<file path="config.mk">
export PLATFORM = sky130hd
export DESIGN_NAME = link_buffer_mem
export DESIGN_NICKNAME = d
export VERILOG_FILES = /design/src/rtl/link_buffer_mem.sv
export SDC_FILE = /design/constraint.sdc
export NUM_CORES = 1
export LEC_CHECK = 0
export CAP_MARGIN = 25
export CORE_ASPECT_RATIO = 1.2
export CORE_UTILIZATION = 55
export DETAILED_ROUTE_END_ITERATION = 8
export DONT_BUFFER_PORTS = 1
export GPL_TIMING_DRIVEN = 0
export PLACE_DENSITY = 0.7
export SLEW_MARGIN = 20
export SYNTH_ARGS = -nofsm -noshare
export SYNTH_HDL_FRONTEND = slang
export SYNTH_SLANG_ARGS = --single-unit
</file>
<file path="constraint.sdc">
create_clock -name clk -period 8.45 [get_ports clk]
set_clock_uncertainty 0.05 [all_clocks]
set_input_delay 1.69 -clock clk [delete_from_list [all_inputs] [get_ports clk]]
set_output_delay 1.69 -clock clk [all_outputs]
set_load 0.1 [all_outputs]
</file>
<file path="src/rtl/link_buffer_mem.sv">
// Circular link-word buffer: selects one of four link words per write, with a 1-cycle registered read.
// Optional fill_count output is built when LINK_BUFFER_COUNT_EN is defined.
module link_buffer_mem #(
  parameter int DATA_WIDTH = 40,
  parameter int ADDR_WIDTH = 4
) (
  input  logic                  clk,
  input  logic                  rst,
  input  logic [DATA_WIDTH-1:0] link_data0,
  input  logic [DATA_WIDTH-1:0] link_data1,
  input  logic [DATA_WIDTH-1:0] link_data2,
  input  logic [DATA_WIDTH-1:0] link_data3,
  input  logic [1:0]            link_num,
  input  logic                  wr_en,
  output logic                  full,
  input  logic                  rd_en,
  output logic [DATA_WIDTH-1:0] rd_data,
  output logic                  rd_valid,
  output logic                  empty,
`ifdef LINK_BUFFER_COUNT_EN
  output logic [ADDR_WIDTH:0]   fill_count,
`endif
  output logic                  overflow
);

  localparam int DEPTH = 2 ** ADDR_WIDTH;

  logic [DATA_WIDTH-1:0] r_mem [DEPTH];
  logic [ADDR_WIDTH:0]   r_wr_ptr;
  logic [ADDR_WIDTH:0]   r_rd_ptr;
  logic [DATA_WIDTH-1:0] r_rd_data;
  logic                  r_rd_valid;
  logic                  r_overflow;

  logic                  w_full;
  logic                  w_empty;
  logic                  w_wr_accept;
  logic                  w_rd_accept;
  logic [DATA_WIDTH-1:0] w_wr_word;

  // Flags come only from registered pointers; the MSB is the wrap bit.
  assign w_full  = (r_wr_ptr[ADDR_WIDTH-1:0] == r_rd_ptr[ADDR_WIDTH-1:0]) &&
                   (r_wr_ptr[ADDR_WIDTH] != r_rd_ptr[ADDR_WIDTH]);
  assign w_empty = (r_wr_ptr == r_rd_ptr);

  assign w_wr_accept = wr_en && !w_full;
  assign w_rd_accept = rd_en && !w_empty;

  always_comb begin
    w_wr_word = link_data0;
    case (link_num)
      2'd0: w_wr_word = link_data0;
      2'd1: w_wr_word = link_data1;
      2'd2: w_wr_word = link_data2;
      2'd3: w_wr_word = link_data3;
      default: w_wr_word = link_data0;
    endcase
  end

  // Array has no reset so it maps onto block RAM; reset only blocks the write.
  always_ff @(posedge clk) begin
    if (!rst && w_wr_accept) begin
      r_mem[r_wr_ptr[ADDR_WIDTH-1:0]] <= w_wr_word;
    end
  end

  always_ff @(posedge clk) begin
    if (rst) begin
      r_wr_ptr   <= '0;
      r_rd_ptr   <= '0;
      r_rd_data  <= '0;
      r_rd_valid <= 1'b0;
      r_overflow <= 1'b0;
    end else begin
      r_rd_valid <= w_rd_accept;
      if (w_wr_accept) begin
        r_wr_ptr <= r_wr_ptr + 1'b1;
      end
      if (w_rd_accept) begin
        r_rd_data <= r_mem[r_rd_ptr[ADDR_WIDTH-1:0]];
        r_rd_ptr  <= r_rd_ptr + 1'b1;
      end
      if (wr_en && w_full) begin
        r_overflow <= 1'b1;
      end
    end
  end

  assign full     = w_full;
  assign empty    = w_empty;
  assign rd_data  = r_rd_data;
  assign rd_valid = r_rd_valid;
  assign overflow = r_overflow;

`ifdef LINK_BUFFER_COUNT_EN
  assign fill_count = r_wr_ptr - r_rd_ptr;
`endif

endmodule
</file>
-- Yosys cells after proc, flatten, opt, wreduce, memory -nomap -nowiden
Memories as Yosys holds them, arrays and structs flattened. A register that Yosys moved wholly into a read port is not among the register bits.
Index checks and enable logic that the tools add are counted.
Widths: inputs -> output; s select.
- add/subtract/negate cells: 2
- equality and inequality tests: 6
- multiplexer cells: 3
- reduce and logical (&&, ||, !) cells: 9
- operator list (operator ; number):
    $pmux 40 s4 ; 1
    $add 5x1->5 const B ; 2
    $eq 5x5->1 ; 1
    $logic_and 1x1->1 ; 5
    $eq 2x2->1 const B ; 2
    $eq 4x4->1 ; 1
    $logic_not 1->1 ; 3
    $eq 2x1->1 const B ; 1
    $logic_not 2->1 ; 1
    $mux 1 ; 2
    $ne 1x1->1 ; 1
- register bits: 12
- bits in writable memories: 640
- bits of input ports: 166
- logic and storage cells: 25
- memories kept: 1
- memories (name ; words ; width ; rd ports ; clocked after Yosys merged registers in ; write ports ; RTL line ; source):
    r_mem ; 16 ; 40 ; 1 ; 1 ; 1 ; 28 ; logic [DATA_WIDTH-1:0] r_mem [DEPTH];

-- Logic depth before layout (Yosys ltp)
- depth in word-level cells: 7
- mapped depth: 9

-- Least setup slack after synthesis
OpenSTA, ideal clock, no wires.
- path kind: input port to flip-flop
- start: in rst
- end: mem r_mem[6][0], enable pin
- library setup time: 0.552 ns
- arrival time: 6.230 ns
- slack: 1.618 ns
- stages: 3
- cells stage by stage: clkbuf_1 -> nand2b_1 -> nor4b_1
- longest elaborated chain between the ends: 4
- ends and longest elaborated chain (item ; RTL line ; source):
    from (decl) ; 8 ; input logic rst,
    $logic_not 1->1 ; 62 ; if (!rst && w_wr_accept) begin
    $logic_and 1x1->1 ; 62 ;
    $mux 1 ; 62 ;
    $mux 1 (implied by the code) ; 63 ; r_mem[r_wr_ptr[ADDR_WIDTH-1:0]] <= w_wr_word;
    to (decl) ; 28 ;
Every way passes these cells.

-- Final worst setup path
- start: reg r_rd_ptr[1]
- end: out empty
- longest elaborated chain between the ends: 1
- ends and longest elaborated chain (item ; RTL line ; source):
    from (decl) ; 30 ; logic [ADDR_WIDTH:0] r_rd_ptr;
    from (signal assigned) ; 81 ; r_rd_ptr <= r_rd_ptr + 1'b1;
    $eq 5x5->1 ; 44 ; assign w_empty = (r_wr_ptr == r_rd_ptr);
    to (decl) ; 19 ; output logic empty,
Every way passes these cells.

==> implementation parameters <==
Parameter                              Value

Run status
  Run status    finished clean

Die
  Floorplan die area    0.0507 mm2
  Die outline height    247 um
  Std cell rows    89
  Initial cell density of the core    0.557
  Boundary Pins    210
  CORE AREA    0.0492 mm2
  Horizontal die dimension    206 um

Pwr
  Design Power    0.00790 W
  Sw frac    0.263
  Peak VDD IR    0.155 mV
  Int Power    0.00582 W
  Power Density    253 mW/mm2
  Combinational cell fraction of total power    0.099
  Net switching power of the design    0.00208 W
  Seq pwr share    0.536
  Leakage power figure    9.94 nW
  Clock share of power    0.365

Critical path
  Worst path required time    6.71 ns
  Max Fanout on Critical Path    10
  Worst R2R End    r_mem[10][21]
  CP Data Arrival Time    2.63 ns
  Setup crit end    empty
  Worst-case register-to-register setup slack    4.55 ns
  Length in cells of the worst reg-to-reg path    12
  Launch point of the critical path    r_rd_ptr[1]
  Worst Setup Start Kind    register
  Category of the worst setup path capture point    output port
  Worst setup path category    reg2out
  FF-to-FF Start    r_rd_ptr[1]

Synth
  Post-synthesis async set-or-reset flop share    0
  Number of enable flip-flop cells after synthesis    640
  Most common flop cell mapped by yosys    sky130_fd_sc_hd__edfxtp_1
  Post-Syn Area    0.0274 mm2
  Part of the Yosys area used for sequential elements    0.739
  Post-synthesis register bit count    692
  Warnings, synthesis    0
  Post-synthesis cell count    1387
  Library cells used by synthesis    34
  Mean area per synthesized cell    19.8 um2
  Number of nets in the synthesized netlist    1558

Timing
  Setup repair after global routing missed its margin    false
  Final Hold Viols    0
  Relative slew margins    0.296
  Pins over their slew limit    0
  Final setup violation count    0
  Actual slew at the worst max-slew pin    1.06 ns
  Fin Setup TNS    0 ns
  Time the worst path needs with I/O delays and setup    4.37 ns
  Final period util    0.517
  F_max    0.229 GHz

GRT
  First-pass GRT wire length    98100 um
  Met3 GRT Util    0.0758
  Total global-route track usage    0.278
  Largest net degree at the start of global routing    17
  Number of antenna violations at the first check in global routing    6
  Met2 Track Usage GR    0.446
  Overflow left after global routing    0
  Vias in the first global route    14900
  GRT Max-Usage Layer    met2
  Met1 track utilization from global routing    0.364

Routing
  Via total after detailed routing    14600
  First-pass detailed-route iteration total    5
  Ratio of routed vias to standard cells    6.40
  Wirelength, routed    67900 um
  Antenna viol nets, final    0
  Per-cell routed wire length    29.9 um
  Count of unresolved DRC violations after routing    0
  Initial drt markers    1499

Cells and area
  Most common cell after layout, fill and taps aside    sky130_fd_sc_hd__edfxtp_1
  Growth of design area from synthesis to finish    14.1%
  Ratio of cells with drive above 1 in the final layout    0.320
  Layout net count    1755
  Layout filler cell count    3334
  Commonest cells after routing, fill and taps aside    sky130_fd_sc_hd__edfxtp_1, sky130_fd_sc_hd__mux4_2, sky130_fd_sc_hd__buf_2

Clocking
  TritonCTS clock tree    yes
  Clock tree sinks    692
  Clock slew seen by the registers of the worst setup and hold paths    0.06 ns
  Clock insertion delay at the later pin of the skew report    0.59 ns
  TritonCTS Buffers    66
  Number of hold buffers added after cts    0
  Root Driver    sky130_fd_sc_hd__clkbuf_16
  Post-CTS Setup Inserts    0
  Maximum count of clock buffers along a single path    3
  Htree depth    3
  Post-CTS sizing    0

Place
  Count of port buffers added during placement    0
  Post-DP HPWL    46300 um
  Global placement routability congestion    0.792

Min path
  Path class of the lowest-slack min-delay path    reg2reg

Job
  # Max-Cap Violations    0
-- power groups by stage --
| stage | Sequential, W | Combinational (W) | Clock, W |
|---|---|---|---|
| 2_1_floorplan | 0.00429 | 0.000532 | 0 |
| 3_3_place_gp | 0.00431 | 0.000753 | 0 |
| 3_5_place_dp | 0.00431 | 0.000782 | 0 |
| 4_1_cts | 0.00424 | 0.000786 | 0.00292 |
| 5_1_grt | 0.00424 | 0.000836 | 0.00305 |
| 6_report | 0.00424 | 0.000784 | 0.00288 |
-- final cells by class --
cell class                      count  area (um2)  share of cell area
Antenna cell                        3        7.51            0.000240
Buffer                             96         479              0.0153
Clock buffer                      101        1970              0.0630
Clock inverter                     18         141             0.00452
Inverter                            3        11.3            0.000360
Multi-Input combinational cell    596        6760               0.216
Sequential cell                   692       20300               0.648
Tap cell                          637         797              0.0255
Timing Repair Buffer              129         848              0.0271
-- worst max-delay path, cell delays in order, from the launching register on --
cell                      delay (ns)
sky130_fd_sc_hd__dfxtp_1        0.37
sky130_fd_sc_hd__buf_6          0.21
sky130_fd_sc_hd__buf_6          0.23
sky130_fd_sc_hd__xnor2_1        0.15
sky130_fd_sc_hd__nand4_2        0.22
sky130_fd_sc_hd__nor2_2         0.86
-- logic make-up (layout without fill, tap and decap cells) --
family | Yosys count | count (layout) | synth area share
flip-flops | 692 | 692 | 0.739
multiplexers | 241 | 241 | 0.165
AND/OR/NAND/NOR | 206 | 206 | 0.0387
AO/OA/AOI/OAI | 134 | 134 | 0.0341
buffers and inverters | 99 | 347 | 0.0178
XOR/XNOR | 10 | 10 | 0.00320
adder cells (fa/ha/maj) | 5 | 5 | 0.00228
other | 0 | 3 | 0
-- how the worst min path moves through the flow --
stage,startpoint,to,slack [ns],depth (start not counted)
3_3_place_gp,r_rd_ptr[4],r_rd_ptr[4],0.46,2
4_1_cts,r_rd_ptr[4],r_rd_ptr[4],0.48,2
5_1_grt,r_rd_ptr[4],r_rd_ptr[4],0.49,2
3_5_place_dp,r_rd_ptr[4],r_rd_ptr[4],0.47,2
2_1_floorplan,r_rd_ptr[4],r_rd_ptr[4],0.44,2
6_report,r_rd_ptr[4],r_rd_ptr[4],0.48,2
-- state kept, by name (all words and copies together) (netlist names) --
name,flops
r_rd_ptr,5
r_wr_ptr,5
rd_valid,1
overflow,1
rd_data,40
r_mem,640
-- cell usage after synthesis (3+ instances only) --
cell type | n | share of area
sky130_fd_sc_hd__buf_1 | 7 | 0.00096
sky130_fd_sc_hd__ha_1 | 5 | 0.0023
sky130_fd_sc_hd__xor2_1 | 3 | 0.00096
sky130_fd_sc_hd__nor4b_1 | 4 | 0.0013
sky130_fd_sc_hd__o21ai_0 | 4 | 0.00073
sky130_fd_sc_hd__edfxtp_1 | 640 | 0.70
sky130_fd_sc_hd__nor2b_1 | 41 | 0.0094
sky130_fd_sc_hd__xnor2_1 | 7 | 0.0022
sky130_fd_sc_hd__a21oi_1 | 5 | 0.00091
sky130_fd_sc_hd__mux4_2 | 160 | 0.13
sky130_fd_sc_hd__buf_6 | 10 | 0.0041
sky130_fd_sc_hd__dfxtp_1 | 52 | 0.038
sky130_fd_sc_hd__nand2_1 | 5 | 0.00068
sky130_fd_sc_hd__o22ai_1 | 40 | 0.0091
sky130_fd_sc_hd__inv_1 | 3 | 0.00041
sky130_fd_sc_hd__a211oi_1 | 80 | 0.022
sky130_fd_sc_hd__nor2_1 | 50 | 0.0068
sky130_fd_sc_hd__nor4_1 | 8 | 0.0018
sky130_fd_sc_hd__clkbuf_1 | 49 | 0.0067
sky130_fd_sc_hd__buf_2 | 29 | 0.0053
sky130_fd_sc_hd__nor3_1 | 84 | 0.015
sky130_fd_sc_hd__nand3_1 | 3 | 0.00055
sky130_fd_sc_hd__mux2_2 | 80 | 0.033
sky130_fd_sc_hd__nand2b_1 | 6 | 0.0014
-- metal layers --
| layer | routed length [um] | vias up | share of wire |
|---|---|---|---|
| li1 | - | 6151 | - |
| met1 | 26100 | 7520 | 0.38 |
| met2 | 33300 | 769 | 0.49 |
| met3 | 6650 | 120 | 0.098 |
| met4 | 1880 | 4 | 0.028 |
| met5 | 27 | - | 0.00040 |
-- per-stage QoR --
step | instances | hold slack, ns | area (um2) | util | setup slack, ns
6_report | 2275 | 0.485 | 31300 | 0.635 | 4.08
5_1_grt | 2274 | 0.488 | 31300 | 0.635 | 3.97
4_1_cts | 2272 | 0.483 | 31300 | 0.635 | 4.04
3_5_place_dp | 2153 | 0.475 | 29200 | 0.592 | 4.07
3_3_place_gp | 2024 | 0.460 | 28200 | 0.573 | -3.20
2_1_floorplan | 1387 | 0.444 | 27400 | - | 1.62
Power figures use the tool's default switching activity.
